==> src/rtl/circle_point_sequencer_pkg.sv <==
// rtl/circle_point_sequencer_pkg.sv - shared states and screen constants for the point sequencer
package circle_point_sequencer_pkg;

  localparam int DEFAULT_H_RES = 640;
  localparam int DEFAULT_V_RES = 480;
  localparam int COORD_W       = 10;
  localparam int COLOR_W       = 12;
  localparam int NUM_PTS       = 8;
  localparam int IDX_W         = 3;

  typedef enum logic [1:0] {
    CS_IDLE = 2'd0,
    CS_SCAN = 2'd1,
    CS_EMIT = 2'd2
  } cs_state_t;

endpackage

==> src/rtl/circle_point_sequencer_point_filter.sv <==
// rtl/circle_point_sequencer_point_filter.sv - clip and earlier-duplicate filter for one point of a group
module point_filter
  import circle_point_sequencer_pkg::*;
#(
  parameter int H_RES = DEFAULT_H_RES,
  parameter int V_RES = DEFAULT_V_RES
) (
  input  logic [NUM_PTS*COORD_W-1:0] i_pts_x,
  input  logic [NUM_PTS*COORD_W-1:0] i_pts_y,
  input  logic [IDX_W-1:0]           i_idx,
  output logic                       o_keep
);

  // One extra bit so a resolution of 1024 still compares correctly.
  localparam logic [COORD_W:0] LP_H_LIM = (COORD_W+1)'(H_RES);
  localparam logic [COORD_W:0] LP_V_LIM = (COORD_W+1)'(V_RES);

  logic [COORD_W-1:0] w_x;
  logic [COORD_W-1:0] w_y;
  logic               w_dup;

  // Select the point under test, then look for a raw-coordinate match among earlier points.
  always_comb begin
    w_x   = '0;
    w_y   = '0;
    w_dup = 1'b0;
    for (int i = 0; i < NUM_PTS; i++) begin
      if (i_idx == IDX_W'(i)) begin
        w_x = i_pts_x[i*COORD_W +: COORD_W];
        w_y = i_pts_y[i*COORD_W +: COORD_W];
      end
    end
    for (int j = 0; j < NUM_PTS - 1; j++) begin
      if ((IDX_W'(j) < i_idx) &&
          (i_pts_x[j*COORD_W +: COORD_W] == w_x) &&
          (i_pts_y[j*COORD_W +: COORD_W] == w_y)) begin
        w_dup = 1'b1;
      end
    end
    o_keep = ({1'b0, w_x} < LP_H_LIM) && ({1'b0, w_y} < LP_V_LIM) && !w_dup;
  end

endmodule

==> src/rtl/circle_point_sequencer.sv <==
// rtl/circle_point_sequencer.sv - serialises an eight-point octant group into single visible pixels
module circle_point_sequencer
  import circle_point_sequencer_pkg::*;
#(
  parameter int H_RES = DEFAULT_H_RES,
  parameter int V_RES = DEFAULT_V_RES
) (
  input  logic        clk,
  input  logic        rst_,
  input  logic        in_rts,
  output logic        in_rtr,
  input  logic [9:0]  pt_x_0,
  input  logic [9:0]  pt_x_1,
  input  logic [9:0]  pt_x_2,
  input  logic [9:0]  pt_x_3,
  input  logic [9:0]  pt_x_4,
  input  logic [9:0]  pt_x_5,
  input  logic [9:0]  pt_x_6,
  input  logic [9:0]  pt_x_7,
  input  logic [9:0]  pt_y_0,
  input  logic [9:0]  pt_y_1,
  input  logic [9:0]  pt_y_2,
  input  logic [9:0]  pt_y_3,
  input  logic [9:0]  pt_y_4,
  input  logic [9:0]  pt_y_5,
  input  logic [9:0]  pt_y_6,
  input  logic [9:0]  pt_y_7,
  input  logic [11:0] color,
  output logic        out_rts,
  input  logic        out_rtr,
  output logic [9:0]  pix_x,
  output logic [9:0]  pix_y,
  output logic [11:0] pix_color,
  output logic        busy
);

  localparam logic [IDX_W-1:0] LP_LAST_IDX = IDX_W'(NUM_PTS - 1);

  cs_state_t                  r_state;
  cs_state_t                  w_next_state;
  logic [IDX_W-1:0]           r_idx;
  logic [IDX_W-1:0]           w_next_idx;
  logic                       w_load_grp;
  logic                       w_load_pix;
  logic                       w_keep;
  logic [NUM_PTS*COORD_W-1:0] r_pts_x;
  logic [NUM_PTS*COORD_W-1:0] r_pts_y;
  logic [COLOR_W-1:0]         r_color;
  logic [COORD_W-1:0]         r_pix_x;
  logic [COORD_W-1:0]         r_pix_y;
  logic [COLOR_W-1:0]         r_pix_color;
  logic [COORD_W-1:0]         w_sel_x;
  logic [COORD_W-1:0]         w_sel_y;

  point_filter #(
    .H_RES (H_RES),
    .V_RES (V_RES)
  ) u_point_filter (
    .i_pts_x (r_pts_x),
    .i_pts_y (r_pts_y),
    .i_idx   (r_idx),
    .o_keep  (w_keep)
  );

  assign in_rtr    = (r_state == CS_IDLE);
  assign out_rts   = (r_state == CS_EMIT);
  assign busy      = (r_state != CS_IDLE);
  assign pix_x     = r_pix_x;
  assign pix_y     = r_pix_y;
  assign pix_color = r_pix_color;

  // Point currently addressed by idx, loaded into the pixel registers when kept.
  always_comb begin
    w_sel_x = '0;
    w_sel_y = '0;
    for (int i = 0; i < NUM_PTS; i++) begin
      if (r_idx == IDX_W'(i)) begin
        w_sel_x = r_pts_x[i*COORD_W +: COORD_W];
        w_sel_y = r_pts_y[i*COORD_W +: COORD_W];
      end
    end
  end

  // Next-state logic: accept a group, scan points one per cycle, hold each kept pixel until taken.
  always_comb begin
    w_next_state = r_state;
    w_next_idx   = r_idx;
    w_load_grp   = 1'b0;
    w_load_pix   = 1'b0;
    case (r_state)
      CS_IDLE: begin
        if (in_rts) begin
          w_load_grp   = 1'b1;
          w_next_idx   = '0;
          w_next_state = CS_SCAN;
        end
      end
      CS_SCAN: begin
        if (w_keep) begin
          w_load_pix   = 1'b1;
          w_next_state = CS_EMIT;
        end else if (r_idx == LP_LAST_IDX) begin
          w_next_state = CS_IDLE;
        end else begin
          w_next_idx = r_idx + 1'b1;
        end
      end
      CS_EMIT: begin
        if (out_rtr) begin
          if (r_idx == LP_LAST_IDX) begin
            w_next_state = CS_IDLE;
          end else begin
            w_next_idx   = r_idx + 1'b1;
            w_next_state = CS_SCAN;
          end
        end
      end
      default: w_next_state = CS_IDLE;
    endcase
  end

  // State and index register; reset abandons any group in flight.
  always_ff @(posedge clk) begin
    if (rst_) begin
      r_state <= CS_IDLE;
      r_idx   <= '0;
    end else begin
      r_state <= w_next_state;
      r_idx   <= w_next_idx;
    end
  end

  // Group latch and registered pixel outputs, which only change on a load so they hold under backpressure.
  always_ff @(posedge clk) begin
    if (rst_) begin
      r_pts_x     <= '0;
      r_pts_y     <= '0;
      r_color     <= '0;
      r_pix_x     <= '0;
      r_pix_y     <= '0;
      r_pix_color <= '0;
    end else begin
      if (w_load_grp) begin
        r_pts_x <= {pt_x_7, pt_x_6, pt_x_5, pt_x_4, pt_x_3, pt_x_2, pt_x_1, pt_x_0};
        r_pts_y <= {pt_y_7, pt_y_6, pt_y_5, pt_y_4, pt_y_3, pt_y_2, pt_y_1, pt_y_0};
        r_color <= color;
      end
      if (w_load_pix) begin
        r_pix_x     <= w_sel_x;
        r_pix_y     <= w_sel_y;
        r_pix_color <= r_color;
      end
    end
  end

endmodule

==> config.mk <==
export PLATFORM = sky130hd
export DESIGN_NAME = circle_point_sequencer
export DESIGN_NICKNAME = d
export VERILOG_FILES = /design/src/rtl/circle_point_sequencer_pkg.sv /design/src/rtl/circle_point_sequencer_point_filter.sv /design/src/rtl/circle_point_sequencer.sv
export SDC_FILE = /design/constraint.sdc
export NUM_CORES = 1
export LEC_CHECK = 0
export ABC_AREA = 1
export BUFFER_PORTS_ARGS = -buffer_cell sky130_fd_sc_hd__buf_2
export CAP_MARGIN = 40
export CORE_ASPECT_RATIO = 1.75
export CORE_UTILIZATION = 45
export DETAILED_ROUTE_END_ITERATION = 12
export PLACE_DENSITY = 0.78
export SLEW_MARGIN = 10
export SYNTH_ARGS = -nofsm -noshare
export SYNTH_HDL_FRONTEND = slang
export SYNTH_SLANG_ARGS = --single-unit
export TNS_END_PERCENT = 100
==> constraint.sdc <==
create_clock -name clk -period 8 [get_ports clk]
set_input_delay 1.6 -clock clk [delete_from_list [all_inputs] [get_ports clk]]
set_output_delay 1.6 -clock clk [all_outputs]
set_load 0.01 [all_outputs]
==> flow_summary_export.csv <==
group,metric,value,unit
detailed_routing,drt-initial-drc-count,957,
timing,maxSlewHeadroom,45.8,%
synthesis,syn-num-nets,2073,
synthesis,synth_cells,1889,
setup_path,rr_startpoint,"r_idx[2]",
setup_path,cp_max_fo,36,
setup_path,worstPathArrival,5960,ps
timing,setup_viol,0,
power,pwr-share-comb,52.0,%
synthesis,synth_top_family_by_area,"simple AND/OR/NAND/NOR gates",
synthesis,synthXorXnorAreaFrac,1.50,%
synthesis,synth_seq_cells,209,
timing,fin_crit,5520,ps
clock_network,cts_setup_buffers,0,
clock_network,clock_sinks,209,
power,ir_worst_vdd,0.000221,V
synthesis,yosysWarnings,0,
synthesis,synth.distinct_cells,27,
synthesis,synthMuxAreaShare,0,%
die,initial_utilization,46.0,%
grt,grt_pass1_vias,12200,
hold_path,worstHoldStart,"pix_y[9]",
synthesis,syn_area,11600,µm²
flow_run,maxCapViolCount,0,
power,switching_share,48.9,%
grt,grt_usage,31.9,%
grt,overflow,0,
die,rows,77,
detailed_routing,routed_via_density,5.40,
timing,setup_tns,0,ps
die,core_area,25300,µm²
final_layout,instances_no_fill,2346,
detailed_routing,drt-wirelength-per-cell,17.9,µm
power,clkPwrFrac,19.4,%
power,p_switching,0.00268,W
setup_path,critical_path_class,"reg -> reg",
placed_design,dp_cells,2309,
setup_path,start_kind,"flop",
clock_network,cts_tree,"yes",
final_layout,final_common_cell,"nand2_1",
die,die_w,124,µm
power,p_leak,6.43,nW
final_layout,area_growth,15.1,%
timing,finalCritPeriodShare,69.0,%
synthesis,ys_seq_area_share,35.9,%
clock_network,ctsLongestPathBuffers,3,
final_layout,num-fill-cells,2601,
power,p_total,0.00549,W
synthesis,synth_fa_ha_area_share,0.859,%
synthesis,synth_simple_gate_area_share,35.5,%
timing,tightest_slew,814,ps
timing,finalClockSkew,17.4,ps
timing,fmax,181,MHz
setup_path,required,8440,ps
hold_path,hold_class,"reg -> reg",
setup_path,rr_worst_depth,22,
clock_network,path_clk_slew,70,ps
clock_network,cts_hold_buf,0,
detailed_routing,first_pass_iters,5,
power,pwr-share-seq,28.6,%
timing,whs,447,ps
setup_path,rrSetupSlack,2480,ps
status,status,"finished, final reports clean",
timing,hold_violations,0,
grt,antenna_found_initial,0,
die,dieArea,26600,µm²
clock_network,post_cts_resized,0,
clock_network,cts_buffers,21,
detailed_routing,drc,0,
setup_path,end_kind,"flop",
setup_path,rr_endpoint,"pix_x[4]",
grt,grt_max_degree,106,
power,p_int,0.00280,W
clock_network,insertion_delay,530,ps
die,io_pins,211,
placed_design,port_buffers,210,
final_layout,mostFrequentLayoutCells,"nand2_1 (433), nor2_1 (327), o21ai_0 (217), buf_2 (210), dfxtp_1 (209)",
timing,rsz0062_at_grt,"false",
timing,final_max_slew_viol_count,0,
hold_path,holdPathEnd,"pix_y[9]",
detailed_routing,vias,12700,
placed_design,place_hpwl,31800,µm
final_layout,num_antenna_cells,0,
final_layout,drive_gt1_share,15.9,%
hold_path,min_path_cells,2,
grt,grt_pass1_wl,63800,µm
clock_network,htreeDepth,1,
detailed_routing,wirelength,41900,µm
detailed_routing,ant_nets,0,
final_layout,final_nets,2200,
power,power.density,409,nW/µm²
clock_network,cts_root_buf,"clkbuf_16",
synthesis,avgSynthCellArea,6.17,µm²
synthesis,synth_compound_area_share,16.4,%
die,die_y,215,µm
placed_design,finalWeightedCongestion,0.967,
==> how the worst max path moves through the flow <==
stage / cells after the start / endpoint / start / slack (ps)
floorplan: 28 / pix_color[2] / r_idx[0] / 4950
detailed placement: 22 / pix_y[1] / r_idx[2] / 2660
global route: 22 / pix_y[1] / r_idx[2] / 2160
global placement: 21 / pix_y[1] / r_idx[0] / 2090
finish: 22 / pix_x[4] / r_idx[2] / 2480
CTS: 22 / pix_x[4] / r_idx[2] / 2610
==> layer usage <==
metal	GRT usage (%)	vias up	wire, µm
met3	3.61	186	2620
met4	27.1	0	3940
met1	32.2	5687	14500
li1	-	6248	-
met2	56.4	559	20800
met5	0	-	0
==> flip-flops by register name, summed over array words and instances, names as in the netlist <==
name,cells
r_idx,3
r_pts_x,80
pix_color,12
r_pts_y,80
pix_x,10
r_color,12
r_state,2
pix_y,10
==> cells in the mapped netlist <==
cell	number	share of area, %
a211oi_1	1	0.064
a21oi_1	116	5.0
buf_1	8	0.26
buf_2	27	1.2
buf_4	11	0.71
buf_6	1	0.097
clkbuf_1	68	2.2
clkinv_1	1	0.032
dfxtp_1	209	36
ha_1	8	0.86
inv_1	147	4.7
inv_2	20	0.64
nand2_1	434	14
nand2_2	23	1.2
nand3_1	154	6.6
nand3_2	2	0.17
nand3b_1	23	1.5
nand4_4	1	0.18
nor2_1	327	11
nor2_2	2	0.11
nor3_1	2	0.086
o21ai_0	217	9.3
o21ai_1	47	2.0
or2_1	1	0.054
or2_2	19	1.0
xnor2_1	1	0.075
xor2_1	19	1.4
==> worst max-delay path, cell delays in order (launching register included) <==
cell and delay [ps]:
dfxtp_1 770, inv_2 390, nand2_2 510, inv_2 260, nand2_1 110, nand3_1 110
nand2_1 120, nand2_1 70, nand2_1 60, nand2_1 140, nand2_1 490, nand2_1 110
nand2_1 80, nor2_1 40, nand2_1 40, nor2_1 60, nand3_1 180, nand2_1 90
nor2_2 190, nand4_4 510, inv_2 710, nand2_1 100, a21oi_1 190
==> logic make-up after synthesis <==
family                   Yosys count
AO/OA/AOI/OAI                    381
XOR/XNOR                          20
adder cells (fa/ha/maj)            8
buffers and inverters            283
flip-flops                       209
AND/OR/NAND/NOR                  988
==> cell type report <==
cell class              count  area [µm²]  area share (%)
clock buffers              23         533            3.97
clock inverters            14         193            1.44
inverters                 168         633            4.72
multi-input cells        1397        6320            47.2
flip-flops and latches    209        4180            31.2
well taps                 316         395            2.95
repair buffers            219        1150            8.55
==> metrics by stage <==
stage | worst slack (ps) | util (%) | cell area, µm²
floorplan | 4950 | - | 11600
global placement | 2090 | 49.9 | 12600
detailed placement | 2660 | 50.1 | 12700
CTS | 2610 | 52.9 | 13400
global route | 2160 | 52.9 | 13400
finish | 2480 | 52.9 | 13400
==> power groups by stage <==
stage | Clock [W] | Combinational (W) | Sequential, W
after floorplan | 0 | 0.00201 | 0.00151
after global routing | 0.00112 | 0.00319 | 0.00160
after detailed placement | 0 | 0.00280 | 0.00158
after global placement | 0 | 0.00273 | 0.00158
final | 0.00107 | 0.00285 | 0.00157
after CTS | 0.00108 | 0.00281 | 0.00156
Power figures use the tool's default switching activity.
